$ cat config.mk
export PLATFORM = sky130hd
export DESIGN_NAME = mac_vector_source_flat
export DESIGN_NICKNAME = d
export VERILOG_FILES = /design/src/rtl/mac_vector_source_if.sv /design/src/rtl/mac_vector_source.sv /design/src/flat_wrapper.sv
export SDC_FILE = /design/constraint.sdc
export NUM_CORES = 1
export LEC_CHECK = 0
export CORE_MARGIN = 3
export CORE_UTILIZATION = 49
export DETAILED_ROUTE_END_ITERATION = 8
export DONT_BUFFER_PORTS = 1
export PLACE_DENSITY_LB_ADDON = 0.25
export SLEW_MARGIN = 20
export SYNTH_ARGS = -nofsm -noshare
export SYNTH_HDL_FRONTEND = slang
export SYNTH_SLANG_ARGS = --single-unit
$ cat constraint.sdc
create_clock -name clk -period 4 [get_ports clk]
set_input_delay 1.2 -clock clk [delete_from_list [all_inputs] [get_ports clk]]
set_output_delay 1.2 -clock clk [all_outputs]
set_load 0.005 [all_outputs]
$ cat src/rtl/mac_vector_source_if.sv
// A/B operand streams sent to the MAC and the R result stream coming back from it.
// The master modport is the vector source; the slave modport is the MAC side.
interface mac_vector_source_if #(
    parameter int WA = 12,
    parameter int WB = 8,
    parameter int WR = 45
);
    logic [WA-1:0] A_data;
    logic          A_valid;
    logic          A_ready;
    logic          A_last;

    logic [WB-1:0] B_data;
    logic          B_valid;
    logic          B_ready;
    logic          B_last;

    logic [WR-1:0] R_data;
    logic          R_valid;
    logic          R_ready;
    logic          R_last;

    modport master (
        output A_data, A_valid, A_last,
        input  A_ready,
        output B_data, B_valid, B_last,
        input  B_ready,
        input  R_data, R_valid, R_last,
        output R_ready
    );

    modport slave (
        input  A_data, A_valid, A_last,
        output A_ready,
        input  B_data, B_valid, B_last,
        output B_ready,
        output R_data, R_valid, R_last,
        input  R_ready
    );
endinterface

$ cat src/rtl/mac_vector_source.sv
// Streams two buffered vectors (A, B) into a MAC and captures the dot-product result.
// Optional WAIT_RES watchdog is enabled by defining MAC_SRC_TIMEOUT_EN.
module mac_vector_source #(
    parameter int WA    = 12,
    parameter int WB    = 8,
    parameter int WR    = 45,
    parameter int DEPTH = 16,
    localparam int AW   = $clog2(DEPTH)
) (
    input  logic          clk,
    input  logic          reset,
    input  logic          wr_en,
    input  logic [AW-1:0] wr_addr,
    input  logic [WA-1:0] wr_a,
    input  logic [WB-1:0] wr_b,
    input  logic          start,
    input  logic [AW:0]   len,
    output logic          busy,
    output logic          done,
    output logic          cfg_err,
    output logic [WR-1:0] result,
    mac_vector_source_if.master mac
);
    localparam logic [1:0] IDLE     = 2'd0;
    localparam logic [1:0] SEND     = 2'd1;
    localparam logic [1:0] WAIT_RES = 2'd2;
    localparam logic [1:0] DONE     = 2'd3;

    logic [1:0]    state_reg, state_next;
    logic [AW-1:0] last_idx_reg;
    logic [AW-1:0] a_idx_reg, b_idx_reg;
    logic          a_valid_reg, b_valid_reg;
    logic          a_done_reg, b_done_reg;
    logic [WR-1:0] result_reg;
    logic          cfg_err_reg;

    logic [WA-1:0] mem_a [DEPTH];
    logic [WB-1:0] mem_b [DEPTH];
    logic [WA-1:0] a_q;
    logic [WB-1:0] b_q;

    logic          len_ok, start_ok, start_bad, timeout_hit;
    logic          a_fire, b_fire, a_is_last, b_is_last;
    logic          a_done_next, b_done_next;
    logic [AW-1:0] a_rd_addr, b_rd_addr;

    assign len_ok    = (len != '0) && (len <= (AW+1)'(DEPTH));
    assign start_ok  = (state_reg == IDLE) && start && len_ok;
    assign start_bad = (state_reg == IDLE) && start && !len_ok;

    assign a_fire      = a_valid_reg && mac.A_ready;
    assign b_fire      = b_valid_reg && mac.B_ready;
    assign a_is_last   = (a_idx_reg == last_idx_reg);
    assign b_is_last   = (b_idx_reg == last_idx_reg);
    assign a_done_next = a_done_reg || (a_fire && a_is_last);
    assign b_done_next = b_done_reg || (b_fire && b_is_last);

    // Read one element ahead on acceptance so the next element lands the following cycle.
    assign a_rd_addr = a_idx_reg + AW'(a_fire);
    assign b_rd_addr = b_idx_reg + AW'(b_fire);

    always_ff @(posedge clk) begin
        if (wr_en && (state_reg == IDLE)) begin
            mem_a[wr_addr] <= wr_a;
            mem_b[wr_addr] <= wr_b;
        end
        a_q <= mem_a[a_rd_addr];
        b_q <= mem_b[b_rd_addr];
    end

`ifdef MAC_SRC_TIMEOUT_EN
    logic [15:0] to_cnt_reg;

    always_ff @(posedge clk) begin
        if (reset || (state_reg != WAIT_RES)) begin
            to_cnt_reg <= '0;
        end else begin
            to_cnt_reg <= to_cnt_reg + 16'd1;
        end
    end

    // Fires on the 65535th consecutive WAIT_RES cycle that has no closing beat.
    assign timeout_hit = (state_reg == WAIT_RES) && !(mac.R_valid && mac.R_last)
                         && (to_cnt_reg == 16'hFFFE);
`else
    assign timeout_hit = 1'b0;
`endif

    always_comb begin
        state_next = state_reg;
        case (state_reg)
            IDLE:     if (start_ok) state_next = SEND;
            SEND:     if (a_done_next && b_done_next) state_next = WAIT_RES;
            WAIT_RES: begin
                if (mac.R_valid && mac.R_last) state_next = DONE;
                else if (timeout_hit)          state_next = IDLE;
            end
            default:  state_next = IDLE;
        endcase
    end

    always_ff @(posedge clk) begin
        if (reset) begin
            state_reg    <= IDLE;
            last_idx_reg <= '0;
            a_idx_reg    <= '0;
            b_idx_reg    <= '0;
            a_valid_reg  <= 1'b0;
            b_valid_reg  <= 1'b0;
            a_done_reg   <= 1'b0;
            b_done_reg   <= 1'b0;
            result_reg   <= '0;
            cfg_err_reg  <= 1'b0;
        end else begin
            state_reg   <= state_next;
            cfg_err_reg <= start_bad || timeout_hit;

            if (start_ok) begin
                last_idx_reg <= AW'(len - 1'b1);
                a_idx_reg    <= '0;
                b_idx_reg    <= '0;
                a_done_reg   <= 1'b0;
                b_done_reg   <= 1'b0;
                a_valid_reg  <= 1'b0;
                b_valid_reg  <= 1'b0;
            end else if (state_reg == SEND) begin
                if (a_fire && !a_is_last) a_idx_reg <= a_idx_reg + 1'b1;
                if (b_fire && !b_is_last) b_idx_reg <= b_idx_reg + 1'b1;
                a_done_reg  <= a_done_next;
                b_done_reg  <= b_done_next;
                // Valid rises one cycle into SEND, once the first read has completed.
                a_valid_reg <= !a_done_next;
                b_valid_reg <= !b_done_next;
            end else begin
                a_valid_reg <= 1'b0;
                b_valid_reg <= 1'b0;
            end

            if ((state_reg == WAIT_RES) && mac.R_valid) begin
                result_reg <= mac.R_data;
            end
        end
    end

    assign mac.A_data  = a_q;
    assign mac.A_valid = a_valid_reg;
    assign mac.A_last  = a_valid_reg && a_is_last;
    assign mac.B_data  = b_q;
    assign mac.B_valid = b_valid_reg;
    assign mac.B_last  = b_valid_reg && b_is_last;
    assign mac.R_ready = (state_reg == WAIT_RES);

    assign busy    = (state_reg == SEND) || (state_reg == WAIT_RES);
    assign done    = (state_reg == DONE);
    assign cfg_err = cfg_err_reg;
    assign result  = result_reg;
endmodule

$ cat src/flat_wrapper.sv
// flat-port wrapper written by rule: the top's interface ports become plain ports
module mac_vector_source_flat 
#(
    parameter int WA    = 12,
    parameter int WB    = 8,
    parameter int WR    = 45,
    parameter int DEPTH = 16,
    localparam int AW   = $clog2(DEPTH)
)
  (clk, reset, wr_en, wr_addr, wr_a, wr_b, start, len, busy, done, cfg_err, result, mac_A_data, mac_A_valid, mac_A_last, mac_A_ready, mac_B_data, mac_B_valid, mac_B_last, mac_B_ready, mac_R_data, mac_R_valid, mac_R_last, mac_R_ready);
  mac_vector_source_if #(.WA(WA), .WB(WB), .WR(WR)) mac_i ();
  input  logic clk;
  input  logic reset;
  input  logic wr_en;
  input  logic [AW-1:0] wr_addr;
  input  logic [WA-1:0] wr_a;
  input  logic [WB-1:0] wr_b;
  input  logic start;
  input  logic [AW:0] len;
  output logic busy;
  output logic done;
  output logic cfg_err;
  output logic [WR-1:0] result;
  output wire logic [$bits(mac_i.A_data)-1:0] mac_A_data;
  output wire logic [$bits(mac_i.A_valid)-1:0] mac_A_valid;
  output wire logic [$bits(mac_i.A_last)-1:0] mac_A_last;
  input wire logic [$bits(mac_i.A_ready)-1:0] mac_A_ready;
  output wire logic [$bits(mac_i.B_data)-1:0] mac_B_data;
  output wire logic [$bits(mac_i.B_valid)-1:0] mac_B_valid;
  output wire logic [$bits(mac_i.B_last)-1:0] mac_B_last;
  input wire logic [$bits(mac_i.B_ready)-1:0] mac_B_ready;
  input wire logic [$bits(mac_i.R_data)-1:0] mac_R_data;
  input wire logic [$bits(mac_i.R_valid)-1:0] mac_R_valid;
  input wire logic [$bits(mac_i.R_last)-1:0] mac_R_last;
  output wire logic [$bits(mac_i.R_ready)-1:0] mac_R_ready;
  assign mac_A_data = mac_i.A_data;
  assign mac_A_valid = mac_i.A_valid;
  assign mac_A_last = mac_i.A_last;
  assign mac_i.A_ready = mac_A_ready;
  assign mac_B_data = mac_i.B_data;
  assign mac_B_valid = mac_i.B_valid;
  assign mac_B_last = mac_i.B_last;
  assign mac_i.B_ready = mac_B_ready;
  assign mac_i.R_data = mac_R_data;
  assign mac_i.R_valid = mac_R_valid;
  assign mac_i.R_last = mac_R_last;
  assign mac_R_ready = mac_i.R_ready;
  mac_vector_source #(.WA(WA), .WB(WB), .WR(WR), .DEPTH(DEPTH)) u_core (.clk(clk), .reset(reset), .wr_en(wr_en), .wr_addr(wr_addr), .wr_a(wr_a), .wr_b(wr_b), .start(start), .len(len), .busy(busy), .done(done), .cfg_err(cfg_err), .result(result), .mac(mac_i));
endmodule
== After elaboration in Yosys (flattened, before gate mapping) ==
Memory sizes are Yosys's and may differ from the RTL's. A register that Yosys moved wholly into a read port is not among the register bits.
Index checks and enable logic that the tools add are counted.

* Output and inout port bits: 73
* RAM bits: 320
* Memories kept: 2
* Flip-flop bits (word level): 64
* Word-level logic and storage cells: 64

{| class="wikitable"
|+ Memory list
! name !! words !! bits a word !! rd ports !! clocked after memory_dff !! wr ports !! RTL line !! text
|-
| u_core.mem_a || 16 || 12 || 1 || 1 || 1 || mac_vector_source.sv:37 || <nowiki>logic [WA-1:0] mem_a [DEPTH];</nowiki>
|-
| u_core.mem_b || 16 || 8 || 1 || 1 || 1 || mac_vector_source.sv:38 || <nowiki>logic [WB-1:0] mem_b [DEPTH];</nowiki>
|}

* Equality and inequality tests: 8
* Order comparisons: 1
* Reduce and logical (&&, ||, !) cells: 31
* Multiplexer cells: 6
* Add/sub/neg operators: 5
* Bitwise logic cells: 1

{| class="wikitable"
|+ Operators by type and width
! operator !! count
|-
| logical AND 1 bit || 16
|-
| adder 4 x 1 -> 4 bit || 2
|-
| adder 4 x 1 -> 4 bit, second input constant || 2
|-
| equality test 4 bit || 2
|-
| 2-to-1 mux 2 bit || 3
|-
| != test 2 x 1 -> 1 bit, second input constant || 3
|-
| one-hot mux 2 bit (3 select lines) || 1
|-
| <= comparator 5 bit, second input constant || 1
|-
| zero test 1 bit || 5
|-
| nonzero test 5 bit || 1
|-
| equality test 2 bit, second input constant || 2
|-
| AND reduction 2 bit || 2
|-
| subtractor 4 x 1 -> 4 bit, second input constant || 1
|-
| logical OR 1 bit || 3
|-
| AND reduction 3 bit || 1
|-
| OR reduction 3 bit || 1
|-
| equality test 2 x 1 -> 1 bit, second input constant || 1
|-
| zero test 2 bit || 1
|-
| 2-to-1 mux 1 bit || 2
|-
| OR reduction 2 bit || 1
|-
| NOT 1 bit || 1
|}

== Depth between registers and ports, before layout ==
* Depth after elaboration: 6
* Gate-level depth with buffers: 9
* Gate-level depth less buffers: 7

== Worst setup path after synthesis ==
OpenSTA, ideal clock, no wires.

* Kind: input to register
* From: input port wr_en
* To: memory u_core.mem_a[0][0], enable pin
* Stages: 3
* Arrival time: 3.039 ns
* Path slack: 0.539 ns
* Path buffers: 0
* Cell sequence: nand2_1 > or3_1 > nor3_1

* Cells in the longest elaborated chain, start to end: 3

{| class="wikitable"
|+ Ends and longest elaborated chain
! element !! RTL line !! text
|-
| start: declaration || flat_wrapper.sv:14 || <nowiki>input logic wr_en;</nowiki>
|-
| logical AND 1 bit || mac_vector_source.sv:63 || <nowiki>if (wr_en && (state_reg == IDLE)) begin</nowiki>
|-
| 2-to-1 mux 1 bit || mac_vector_source.sv:63 ||
|-
| 2-to-1 mux 1 bit (not written as such) || mac_vector_source.sv:64 || <nowiki>mem_a[wr_addr] <= wr_a;</nowiki>
|-
| end: declaration || mac_vector_source.sv:37 ||
|}

Every way passes these cells.

== Final worst setup path ==
* From: input port mac_B_ready
* To: register u_core.b_q[6], in the netlist u_core.mac.B_data[6] (read register of u_core.mem_b)

* Cells in the longest elaborated chain, start to end: 2

{| class="wikitable"
|+ Ends and longest elaborated chain
! element !! RTL line !! text
|-
| start: declaration || flat_wrapper.sv:31 || <nowiki>input wire logic [$bits(mac_i.B_ready)-1:0] mac_B_ready;</nowiki>
|-
| logical AND 1 bit || mac_vector_source.sv:52 || <nowiki>assign b_fire = b_valid_reg && mac.B_ready;</nowiki>
|-
| adder 4 x 1 -> 4 bit || mac_vector_source.sv:60 || <nowiki>assign b_rd_addr = b_idx_reg + AW'(b_fire);</nowiki>
|-
| end: declaration || mac_vector_source.sv:40 || <nowiki>logic [WB-1:0] b_q;</nowiki>
|}

Every way passes these cells.
A chain may end at the register's enable or synchronous reset.

==> impl_metrics.json <==
{
  "status": "finished, final reports clean",
  "critical_path.max_stage_delay_ps": 580,
  "nets": 928,
  "firstDrtPassIters": 6,
  "min_period_ps": 2850,
  "tns_ps": 0,
  "critPathMaxFanout": 23,
  "tritoncts": "built",
  "root_buffer": "clkbuf_16",
  "yosys.area.top_type": "edfxtp_1",
  "wl_met1_um": 12200,
  "synth_top_area_share_pct": 63.3,
  "place_ws_ps": 569,
  "grt_start_max_net_pins": 56,
  "fin_crit_sh_pct": 71.4,
  "crit_top_cell": "mux4_2",
  "core_area_mm2": 0.0301,
  "gp_congestion": 0.822,
  "synth-edff-count": 320,
  "postCtsSetupBuffers": 0,
  "start_kind": "primary input",
  "diodes": 0,
  "cts_max_level": 2,
  "rows": 63,
  "cts_buffer_depth": 3,
  "synthTopCellsByArea": "edfxtp_1, mux4_2, dfxtp_1",
  "viasPerCell": 5.84,
  "place.port_buffers": 0,
  "grt_overflow_total": 0,
  "path_buf_inv": 1,
  "wl_per_cell_um": 24.2,
  "synth-seq-area-share_pct": 74.4,
  "drt_iter0_markers": 690,
  "grtUsageTotal_pct": 18.5,
  "drv_cap": 0,
  "largest_register_ffs": 192,
  "drc": 0,
  "r2r_cells": 5,
  "dr_wl_met2_um": 15500,
  "required_ps": 4390,
  "hold_path_depth": 2,
  "syn2layout_area_growth_pct": 12.9,
  "final_layout_size_suffix_gt1_share_pct": 24.9,
  "cts_buffers": 42,
  "placed_cell_area_mm2": 0.0158,
  "clk_latency_ps": 520,
  "syn_nets": 895,
  "reg2reg_slack_ps": 1440,
  "die_w_um": 182,
  "highest_layer": "met4",
  "num_io_pins": 155,
  "syn_inst": 801,
  "synth_top_flop_cell": "edfxtp_1",
  "dieArea_mm2": 0.0331,
  "cts_hold_buf": 0,
  "grt_pass1_wl_um": 46900,
  "p_leak_uw": 0.00534,
  "worst_pin_slew_ps": 756,
  "maxSlewHeadroom_pct": 49.4,
  "start_util_pct": 50.4,
  "rsz0062_at_grt": "no",
  "postRouteAntennaNets": 0,
  "async_reset_ff_share_pct": 0,
  "max_freq_mhz": 350,
  "synth-seq-cells": 404,
  "yosysMostFrequentCell": "edfxtp_1",
  "dp_hpwl_um": 17600,
  "finalHoldViolations": 0,
  "place_inst": 1180,
  "syn-cell-area_mm2": 0.0152,
  "path_delay_family": "multiplexers",
  "worst-path-stages": 5,
  "die_h_um": 182,
  "antenna_found_initial": 0,
  "clk_pin_slew_worst_paths_ps": 60,
  "cp.arrival_ps": 3240,
  "setup_viol": 0,
  "cp_cell_sequence": "and2_1 > ha_2 > buf_12 > mux4_2 > mux4_2",
  "fin_cells": 1257,
  "cp_slowest_cell": "ha_2",
  "maxSlewViolCount": 0,
  "wl_met3_um": 2320,
  "routed-via-count": 7337,
  "cts_resized": 0,
  "critPathCaptureType": "flop",
  "pwr_density_cell_mw_per_mm2": 529,
  "final_area_mm2": 0.0171,
  "synthDistinctLibCells": 36,
  "cts.sinks": 404,
  "peakVddDrop_uv": 259,
  "syn_avg_cell_area_um2": 19.0,
  "final.setup.worst_slack_ps": 1150,
  "wl_um": 30400,
  "ys_warn_count": 0,
  "fin_skew_ps": 13.0,
  "synthTopCellsByCount": "edfxtp_1, mux4_2, nand2_1",
  "worstSetupPathType": "primary input to flop",
  "grt_pass1_vias": 7858,
  "hold_class": "flop to flop"
}
==> per-stage QoR <==
step                      hold WS (ps)  utilization, %  total power [uW]
after global placement             463            52.4              5360
after CTS                          471            56.9              9160
after floorplan                    453               -              5240
final                              471            56.9              9070
after global routing               487            56.9              9400
after detailed placement           464            52.4              5390
==> path summary, 6_finish.rpt <==
| kind | from | endpoint |
|---|---|---|
| max | mac_B_ready | u_core.mac.B_data[6] |
| min | u_core.result[6] | u_core.result[6] |
| max reg2reg | u_core.mac.B_valid | u_core.mac.B_data[6] |
| min reg2reg | u_core.result[6] | u_core.result[6] |
==> layout make-up <==
cell class	count	area, um^2
multi-input cells	354	3740
clock inverters	18	171
fillers	2228	13000
repair buffers	27	240
clock buffers	59	1190
flip-flops and latches	404	11300
well taps	390	488
inverters	5	18.8
==> placed cells by master (no fill, tap or decap), drive strengths merged, types with 2 or more instances in the layout <==
cell type    n
a211oi       6
a21oi       45
a31oi        2
a41oi        2
and2         5
and4         2
buf         27
bufinv       3
clkbuf      59
clkinv      12
clkinvlp     3
dfxtp       84
edfxtp     320
ha          12
inv          5
mux2i        3
mux4       100
nand2       99
nand2b       4
nand3        4
nand4        3
nor2        30
nor2b        2
nor3         7
xnor2       15
xor2         6
==> routing by layer <==
| metal | GRT usage, % | up-vias |
|---|---|---|
| met4 | 3.63 | 0 |
| met1 | 25.1 | 3795 |
| li1 | - | 3210 |
| met2 | 31.2 | 291 |
| met3 | 4.29 | 41 |
| met5 | 0 | - |
==> cells by family after synthesis <==
family,share of synthesized area [%]
AOI/OAI and AO/OA,2.27
DFF,74.4
muxes,15.1
xor gates and xnor gates,1.31
buffers and inverters,1.49
adders and majority gates,0.989
and+or+nand+nor,4.47
==> worst min-delay path: cells and delay by family (launching register included) <==
kind	cells	cell delay (ps)
flip-flops	1	320
AND/OR/NAND/NOR	1	60
AO/OA/AOI/OAI	1	50
==> report_power, final <==
part / total, uW / switching (uW) / internal, uW
registers: 4740 / 72.5 / 4670
clock network: 3790 / 1510 / 2270
logic: 542 / 298 / 244
Note: power is estimated with default switching activity, not from simulation.
